<file path="src/rtl/csr_arbiter_if.sv">
// csr_arbiter_if: bundles both requesting masters' handshakes, the shared CSR bus and
// the busy flag. The arbiter connects through the slave modport. The master modport
// is the environment side: both masters plus the CSR slaves' read data.
interface csr_arbiter_if #(
    parameter int unsigned AW = 14,
    parameter int unsigned DW = 32
);
    // Master 0 (CPU-side CSR bridge)
    logic          m0_stb;
    logic          m0_we;
    logic [AW-1:0] m0_a;
    logic [DW-1:0] m0_di;
    logic [DW-1:0] m0_do;
    logic          m0_ack;

    // Master 1 (debug/DMA side)
    logic          m1_stb;
    logic          m1_we;
    logic [AW-1:0] m1_a;
    logic [DW-1:0] m1_di;
    logic [DW-1:0] m1_do;
    logic          m1_ack;

    // Shared CSR bus
    logic [AW-1:0] csr_a;
    logic          csr_we;
    logic [DW-1:0] csr_di;
    logic [DW-1:0] csr_do;

    logic          busy;

    modport slave (
        input  m0_stb, m0_we, m0_a, m0_di,
        output m0_do, m0_ack,
        input  m1_stb, m1_we, m1_a, m1_di,
        output m1_do, m1_ack,
        output csr_a, csr_we, csr_di,
        input  csr_do,
        output busy
    );

    modport master (
        output m0_stb, m0_we, m0_a, m0_di,
        input  m0_do, m0_ack,
        output m1_stb, m1_we, m1_a, m1_di,
        input  m1_do, m1_ack,
        input  csr_a, csr_we, csr_di,
        output csr_do,
        input  busy
    );
endinterface

</file>
<file path="src/rtl/csr_arbiter.sv">
// csr_arbiter: shares the single CSR bus between two masters, one transaction at a time.
// Each transaction takes IDLE -> ISSUE -> WAIT. The extra WAIT cycle covers the slaves'
// registered read data. Ties are broken round-robin against the last granted master.
module csr_arbiter #(
    parameter int unsigned AW = 14,
    parameter int unsigned DW = 32
) (
    input logic          sys_clk,
    input logic          sys_rst_n,
    csr_arbiter_if.slave bus
);

    typedef enum logic [1:0] {
        StIdle,
        StIssue,
        StWait
    } state_e;

    state_e        state_q;
    logic          gnt_q;     // master owning the transaction in flight
    logic          last_q;    // most recently granted master, used for tie-breaks
    logic [AW-1:0] csr_a_q;
    logic          csr_we_q;
    logic [DW-1:0] csr_di_q;
    logic [DW-1:0] m0_do_q;
    logic [DW-1:0] m1_do_q;
    logic          m0_ack_q;
    logic          m1_ack_q;
    logic          busy_q;

    logic          elig0;
    logic          elig1;
    logic          req_any;
    logic          pick;
    logic [AW-1:0] sel_a;
    logic          sel_we;
    logic [DW-1:0] sel_di;

    // Eligibility, round-robin choice and the granted master's request fields.
    always_comb begin
        // A strobe seen together with its own ack is the tail of the finished
        // transaction, not a new request.
        elig0   = bus.m0_stb & ~m0_ack_q;
        elig1   = bus.m1_stb & ~m1_ack_q;
        req_any = elig0 | elig1;
        if (elig0 && elig1) begin
            pick = ~last_q;
        end else begin
            pick = elig1;
        end
        if (pick) begin
            sel_a  = bus.m1_a;
            sel_we = bus.m1_we;
            sel_di = bus.m1_di;
        end else begin
            sel_a  = bus.m0_a;
            sel_we = bus.m0_we;
            sel_di = bus.m0_di;
        end
    end

    // Transaction FSM with all bus, ack and read-data outputs registered.
    always_ff @(posedge sys_clk) begin
        if (!sys_rst_n) begin
            state_q  <= StIdle;
            gnt_q    <= 1'b0;
            last_q   <= 1'b1;
            csr_a_q  <= '0;
            csr_we_q <= 1'b0;
            csr_di_q <= '0;
            m0_do_q  <= '0;
            m1_do_q  <= '0;
            m0_ack_q <= 1'b0;
            m1_ack_q <= 1'b0;
            busy_q   <= 1'b0;
        end else begin
            // Acks are single-cycle pulses; only WAIT raises one.
            m0_ack_q <= 1'b0;
            m1_ack_q <= 1'b0;
            unique case (state_q)
                StIdle: begin
                    if (req_any) begin
                        gnt_q    <= pick;
                        last_q   <= pick;
                        csr_a_q  <= sel_a;
                        csr_we_q <= sel_we;
                        csr_di_q <= sel_di;
                        busy_q   <= 1'b1;
                        state_q  <= StIssue;
                    end
                end
                StIssue: begin
                    // Slaves sample the bus at the end of ISSUE, so it returns to 0
                    // here and a write strobe lasts exactly one cycle.
                    csr_a_q  <= '0;
                    csr_we_q <= 1'b0;
                    csr_di_q <= '0;
                    state_q  <= StWait;
                end
                StWait: begin
                    // Read data is captured for writes as well. Masters ignore it.
                    if (gnt_q) begin
                        m1_do_q  <= bus.csr_do;
                        m1_ack_q <= 1'b1;
                    end else begin
                        m0_do_q  <= bus.csr_do;
                        m0_ack_q <= 1'b1;
                    end
                    busy_q  <= 1'b0;
                    state_q <= StIdle;
                end
                default: begin
                    state_q <= StIdle;
                    busy_q  <= 1'b0;
                end
            endcase
        end
    end

    assign bus.csr_a  = csr_a_q;
    assign bus.csr_we = csr_we_q;
    assign bus.csr_di = csr_di_q;
    assign bus.m0_do  = m0_do_q;
    assign bus.m0_ack = m0_ack_q;
    assign bus.m1_do  = m1_do_q;
    assign bus.m1_ack = m1_ack_q;
    assign bus.busy   = busy_q;

endmodule

</file>
<file path="src/flat_wrapper.sv">
// flat-port wrapper written by rule: the top's interface ports become plain ports
module csr_arbiter_flat 
#(
    parameter int unsigned AW = 14,
    parameter int unsigned DW = 32
)
  (sys_clk, sys_rst_n, bus_m0_stb, bus_m0_we, bus_m0_a, bus_m0_di, bus_m0_do, bus_m0_ack, bus_m1_stb, bus_m1_we, bus_m1_a, bus_m1_di, bus_m1_do, bus_m1_ack, bus_csr_a, bus_csr_we, bus_csr_di, bus_csr_do, bus_busy);
  csr_arbiter_if #(.AW(AW), .DW(DW)) bus_i ();
  input logic sys_clk;
  input logic sys_rst_n;
  input wire logic [$bits(bus_i.m0_stb)-1:0] bus_m0_stb;
  input wire logic [$bits(bus_i.m0_we)-1:0] bus_m0_we;
  input wire logic [$bits(bus_i.m0_a)-1:0] bus_m0_a;
  input wire logic [$bits(bus_i.m0_di)-1:0] bus_m0_di;
  output wire logic [$bits(bus_i.m0_do)-1:0] bus_m0_do;
  output wire logic [$bits(bus_i.m0_ack)-1:0] bus_m0_ack;
  input wire logic [$bits(bus_i.m1_stb)-1:0] bus_m1_stb;
  input wire logic [$bits(bus_i.m1_we)-1:0] bus_m1_we;
  input wire logic [$bits(bus_i.m1_a)-1:0] bus_m1_a;
  input wire logic [$bits(bus_i.m1_di)-1:0] bus_m1_di;
  output wire logic [$bits(bus_i.m1_do)-1:0] bus_m1_do;
  output wire logic [$bits(bus_i.m1_ack)-1:0] bus_m1_ack;
  output wire logic [$bits(bus_i.csr_a)-1:0] bus_csr_a;
  output wire logic [$bits(bus_i.csr_we)-1:0] bus_csr_we;
  output wire logic [$bits(bus_i.csr_di)-1:0] bus_csr_di;
  input wire logic [$bits(bus_i.csr_do)-1:0] bus_csr_do;
  output wire logic [$bits(bus_i.busy)-1:0] bus_busy;
  assign bus_i.m0_stb = bus_m0_stb;
  assign bus_i.m0_we = bus_m0_we;
  assign bus_i.m0_a = bus_m0_a;
  assign bus_i.m0_di = bus_m0_di;
  assign bus_m0_do = bus_i.m0_do;
  assign bus_m0_ack = bus_i.m0_ack;
  assign bus_i.m1_stb = bus_m1_stb;
  assign bus_i.m1_we = bus_m1_we;
  assign bus_i.m1_a = bus_m1_a;
  assign bus_i.m1_di = bus_m1_di;
  assign bus_m1_do = bus_i.m1_do;
  assign bus_m1_ack = bus_i.m1_ack;
  assign bus_csr_a = bus_i.csr_a;
  assign bus_csr_we = bus_i.csr_we;
  assign bus_csr_di = bus_i.csr_di;
  assign bus_i.csr_do = bus_csr_do;
  assign bus_busy = bus_i.busy;
  csr_arbiter #(.AW(AW), .DW(DW)) u_core (.sys_clk(sys_clk), .sys_rst_n(sys_rst_n), .bus(bus_i));
endmodule
</file>
<file path="config.mk">
export PLATFORM = sky130hd
export DESIGN_NAME = csr_arbiter_flat
export DESIGN_NICKNAME = d
export VERILOG_FILES = /design/src/rtl/csr_arbiter_if.sv /design/src/rtl/csr_arbiter.sv /design/src/flat_wrapper.sv
export SDC_FILE = /design/constraint.sdc
export NUM_CORES = 1
export LEC_CHECK = 0
export ABC_CLOCK_PERIOD_IN_PS = 1300
export CORE_MARGIN = 2
export CORE_UTILIZATION = 30
export CTS_CLUSTER_DIAMETER = 60
export DETAILED_ROUTE_END_ITERATION = 10
export PLACE_DENSITY = 0.66
export SYNTH_ARGS = -nofsm -noshare
export SYNTH_HDL_FRONTEND = slang
export SYNTH_SLANG_ARGS = --single-unit
</file>
<file path="constraint.sdc">
create_clock -name sys_clk -period 1.3 [get_ports sys_clk]
set_input_delay 0.195 -clock sys_clk [delete_from_list [all_inputs] [get_ports sys_clk]]
set_output_delay 0.195 -clock sys_clk [all_outputs]
set_load 0.05 [all_outputs]
</file>
==> flow_metrics.tcl <==
set metrics [dict create \
    cts_sinks 118 \
    async_reset_ff_share_pct 0 \
    via_count 4729 \
    hold_path_class "input port to flop" \
    yosysSeqAreaShare_pct 50.4 \
    syn-num-nets 648 \
    start_util_pct 30.7 \
    dp_hpwl_um 11600 \
    drive_above_1_share_pct 27.4 \
    final.setup.tns_ns -0.0670 \
    cts_max_level 4 \
    worst_slack_ns -0.0446 \
    antenna_found_initial 0 \
    maxCapViolations 0 \
    path_cells "nand3b_4, nand2_8, buf_16, mux2i_1, o22ai_1" \
    ys_types 24 \
    areaGrowthSynthToFinish_pct 104 \
    worst-path-buf-inv 1 \
    synth_edf_count 0 \
    crit_family "simple AND/OR/NAND/NOR gates" \
    end_kind "flop" \
    cp.arrival_ns 1.64 \
    gp_congestion 0.770 \
    rrSetupSlack_ns -0.04 \
    nets 905 \
    synth_top_area_share_pct 50.4 \
    crit_fanout 10 \
    r2r_cells 5 \
    finalClockSkew_ns 0.00905 \
    num_io_pins 244 \
    grt_use_total_pct 19.0 \
    cts_root_buf "clkbuf_16" \
    min_path_cells 3 \
    synth_ff_type "dfxtp_1" \
    core_sq_um 15300 \
    grt_pass1_wl_um 24400 \
    fillerInstances 1207 \
    tightest_slew_ns 0.448 \
    peakVddDrop_uv 878 \
    slowest_stage "dfxtp_4" \
    timing.final.crit_share_pct 103 \
    status "complete, but fails checks" \
    drtPass1Iterations 7 \
    grt_pass1_vias 4738 \
    p_per_area_nw_per_um2 1180 \
    synth_area_sq_um 4680 \
    die_y_um 129 \
    antenna_left 0 \
    p_leak_nw 3.72 \
    layout.area.seq_sq_um 2380 \
    ys_warn_count 0 \
    synth.avg_cell_area_sq_um 9.04 \
    routed_wl_um 16800 \
    cts_buffer_depth 2 \
    die_x_um 129 \
    required_ns 1.59 \
    num_rows 45 \
    place_area_sq_um 8550 \
    clkTransAtPathRegs_ns 0.06 \
    maxSlewHeadroom_pct 70.1 \
    final_area_sq_um 9580 \
    antenna-diode-count 0 \
    grt_max_degree 45 \
    layout_min_cycle_time_ns 1.34 \
    crit_path_start_kind "flop" \
    first_iter_violations 189 \
    cp.depth 5 \
    dieArea_sq_um 16600 \
    cts_tree "yes" \
    io_buffers 243 \
    drt-wirelength-per-cell_um 16.8 \
    grt_setup_unrepaired "true" \
    violations "setup timing" \
    final-hold-violation-count 0 \
    slew_violations 0 \
    holdWs_ns 0.291 \
    drc 0 \
    synthTopCellsByArea "dfxtp_1 50%, nand2_1 14%, mux2i_1 10%, o22ai_1 6.3%, a21boi_0 5.8%" \
    gr-total-overflow 0 \
    max_freq_mhz 744 \
    clock_latency_ns 0.42 \
    setup_viol 2 \
    cts_buffers 17 \
    routed_via_density 4.73 \
    cpPeakStageDelay_ns 0.34 \
    ys_seq_elements 118 \
    path_class "flop to flop" \
    postSynthCellCount 518 \
    postCtsHoldBufs 0 \
    yosysTopAreaCell "dfxtp_1" \
    multi_input_area_sq_um 2250 \
]
routing by layer:
metal	share of wire [%]	routed length, um	track usage [%]
met1	39	6610	21.1
met2	50	8470	32.8
met3	8.7	1460	7.15
met4	1.5	245	7.93
met5	0	0	0
cell type report:
class / instances / share of cell area, %
clock buffers: 24 / 5.13
clock inverters: 8 / 0.745
inverters: 1 / 0.0392
multi-input cells: 357 / 23.5
flip-flops and latches: 118 / 24.8
well taps: 211 / 2.76
repair buffers: 280 / 43.0
cell families after synthesis:
logic type	share of synthesized area (%)
flip-flops	50.4
AND/OR/NAND/NOR	16.9
AO/OA/AOI/OAI	17.1
buffers and inverters	5.50
multiplexers	10.0
stage by stage:
step / utilization [%] / instances / setup WS (ns) / total power [mW]
global placement: 56.0 / 953 / -0.479 / 6.62
CTS: 60.4 / 988 / -0.0267 / 11.2
finish: 62.8 / 999 / -0.0446 / 11.3
detailed placement: 56.0 / 953 / -0.523 / 6.66
floorplan: - / 518 / -0.0249 / 5.22
global route: 62.8 / 999 / -0.119 / 11.7
registers in the layout, summed over array words and instances (netlist names):
register,count
u_core.bus.busy,1
u_core.bus.csr_a,14
u_core.bus.csr_di,32
u_core.bus.csr_we,1
u_core.bus.m0_ack,1
u_core.bus.m0_do,32
u_core.bus.m1_ack,1
u_core.bus.m1_do,32
u_core.gnt_q,1
u_core.last_q,1
u_core.state_q,2
worst register-to-register path, stage by stage, from the launching register on:
cell and delay, ns:
dfxtp_4 0.34, nand3b_4 0.18, nand2_8 0.17, buf_16 0.17, mux2i_1 0.24, o22ai_1 0.12
cell usage in the layout, fill, tap and decap left out, types with 4 or more instances in the layout:
cell type / synthesis / final
o22ai_1: 47 / 37
clkbuf_16: 0 / 21
mux2i_2: 0 / 5
clkbuf_8: 0 / 4
nand2_1: 179 / 177
dfxtp_1: 118 / 113
mux2i_1: 47 / 39
o22ai_2: 0 / 9
clkinv_2: 0 / 4
clkdlybuf4s50_1: 0 / 128
a21boi_1: 30 / 33
buf_12: 0 / 123
buf_6: 9 / 6
a21boi_0: 36 / 30
buf_4: 2 / 14
where the power goes:
part           switching (mW)  internal (mW)
clock network            1.64           2.82
registers               0.210           3.81
logic                    1.32           1.51
total                    3.17           8.14
cells in the mapped netlist, types with 2 or more instances:
cell type / count
nand2_1: 179
buf_4: 2
and2_1: 2
nor2b_2: 2
a21boi_0: 36
clkbuf_1: 14
a21boi_1: 30
o22ai_1: 47
buf_2: 17
nand3_1: 2
dfxtp_1: 118
mux2i_1: 47
buf_6: 9
nor2_1: 3
timing repair:
action / CTS / global route
endpoints found under the setup margin: 48 / 79
gates cloned: 2 / 7
pin swaps: 2 / 2
resized for setup: 13 / 54
setup buffers: 1 / 4
endpoints found under the hold margin: 0 / 0
final timing paths:
| path | start | to |
|---|---|---|
| max reg2reg | u_core.bus.m0_ack$_SDFF_PN0_ | u_core.bus.csr_a[6]$_SDFFE_PN0P_ |
| max | u_core.bus.m0_ack$_SDFF_PN0_ | u_core.bus.csr_a[6]$_SDFFE_PN0P_ |
| min reg2reg | u_core.bus.m0_do[23]$_SDFFE_PN0P_ | u_core.bus.m0_do[23]$_SDFFE_PN0P_ |
| min | sys_rst_n | u_core.last_q$_SDFFE_PN1P_ |
No activity file was read; power rests on OpenSTA's default activity.
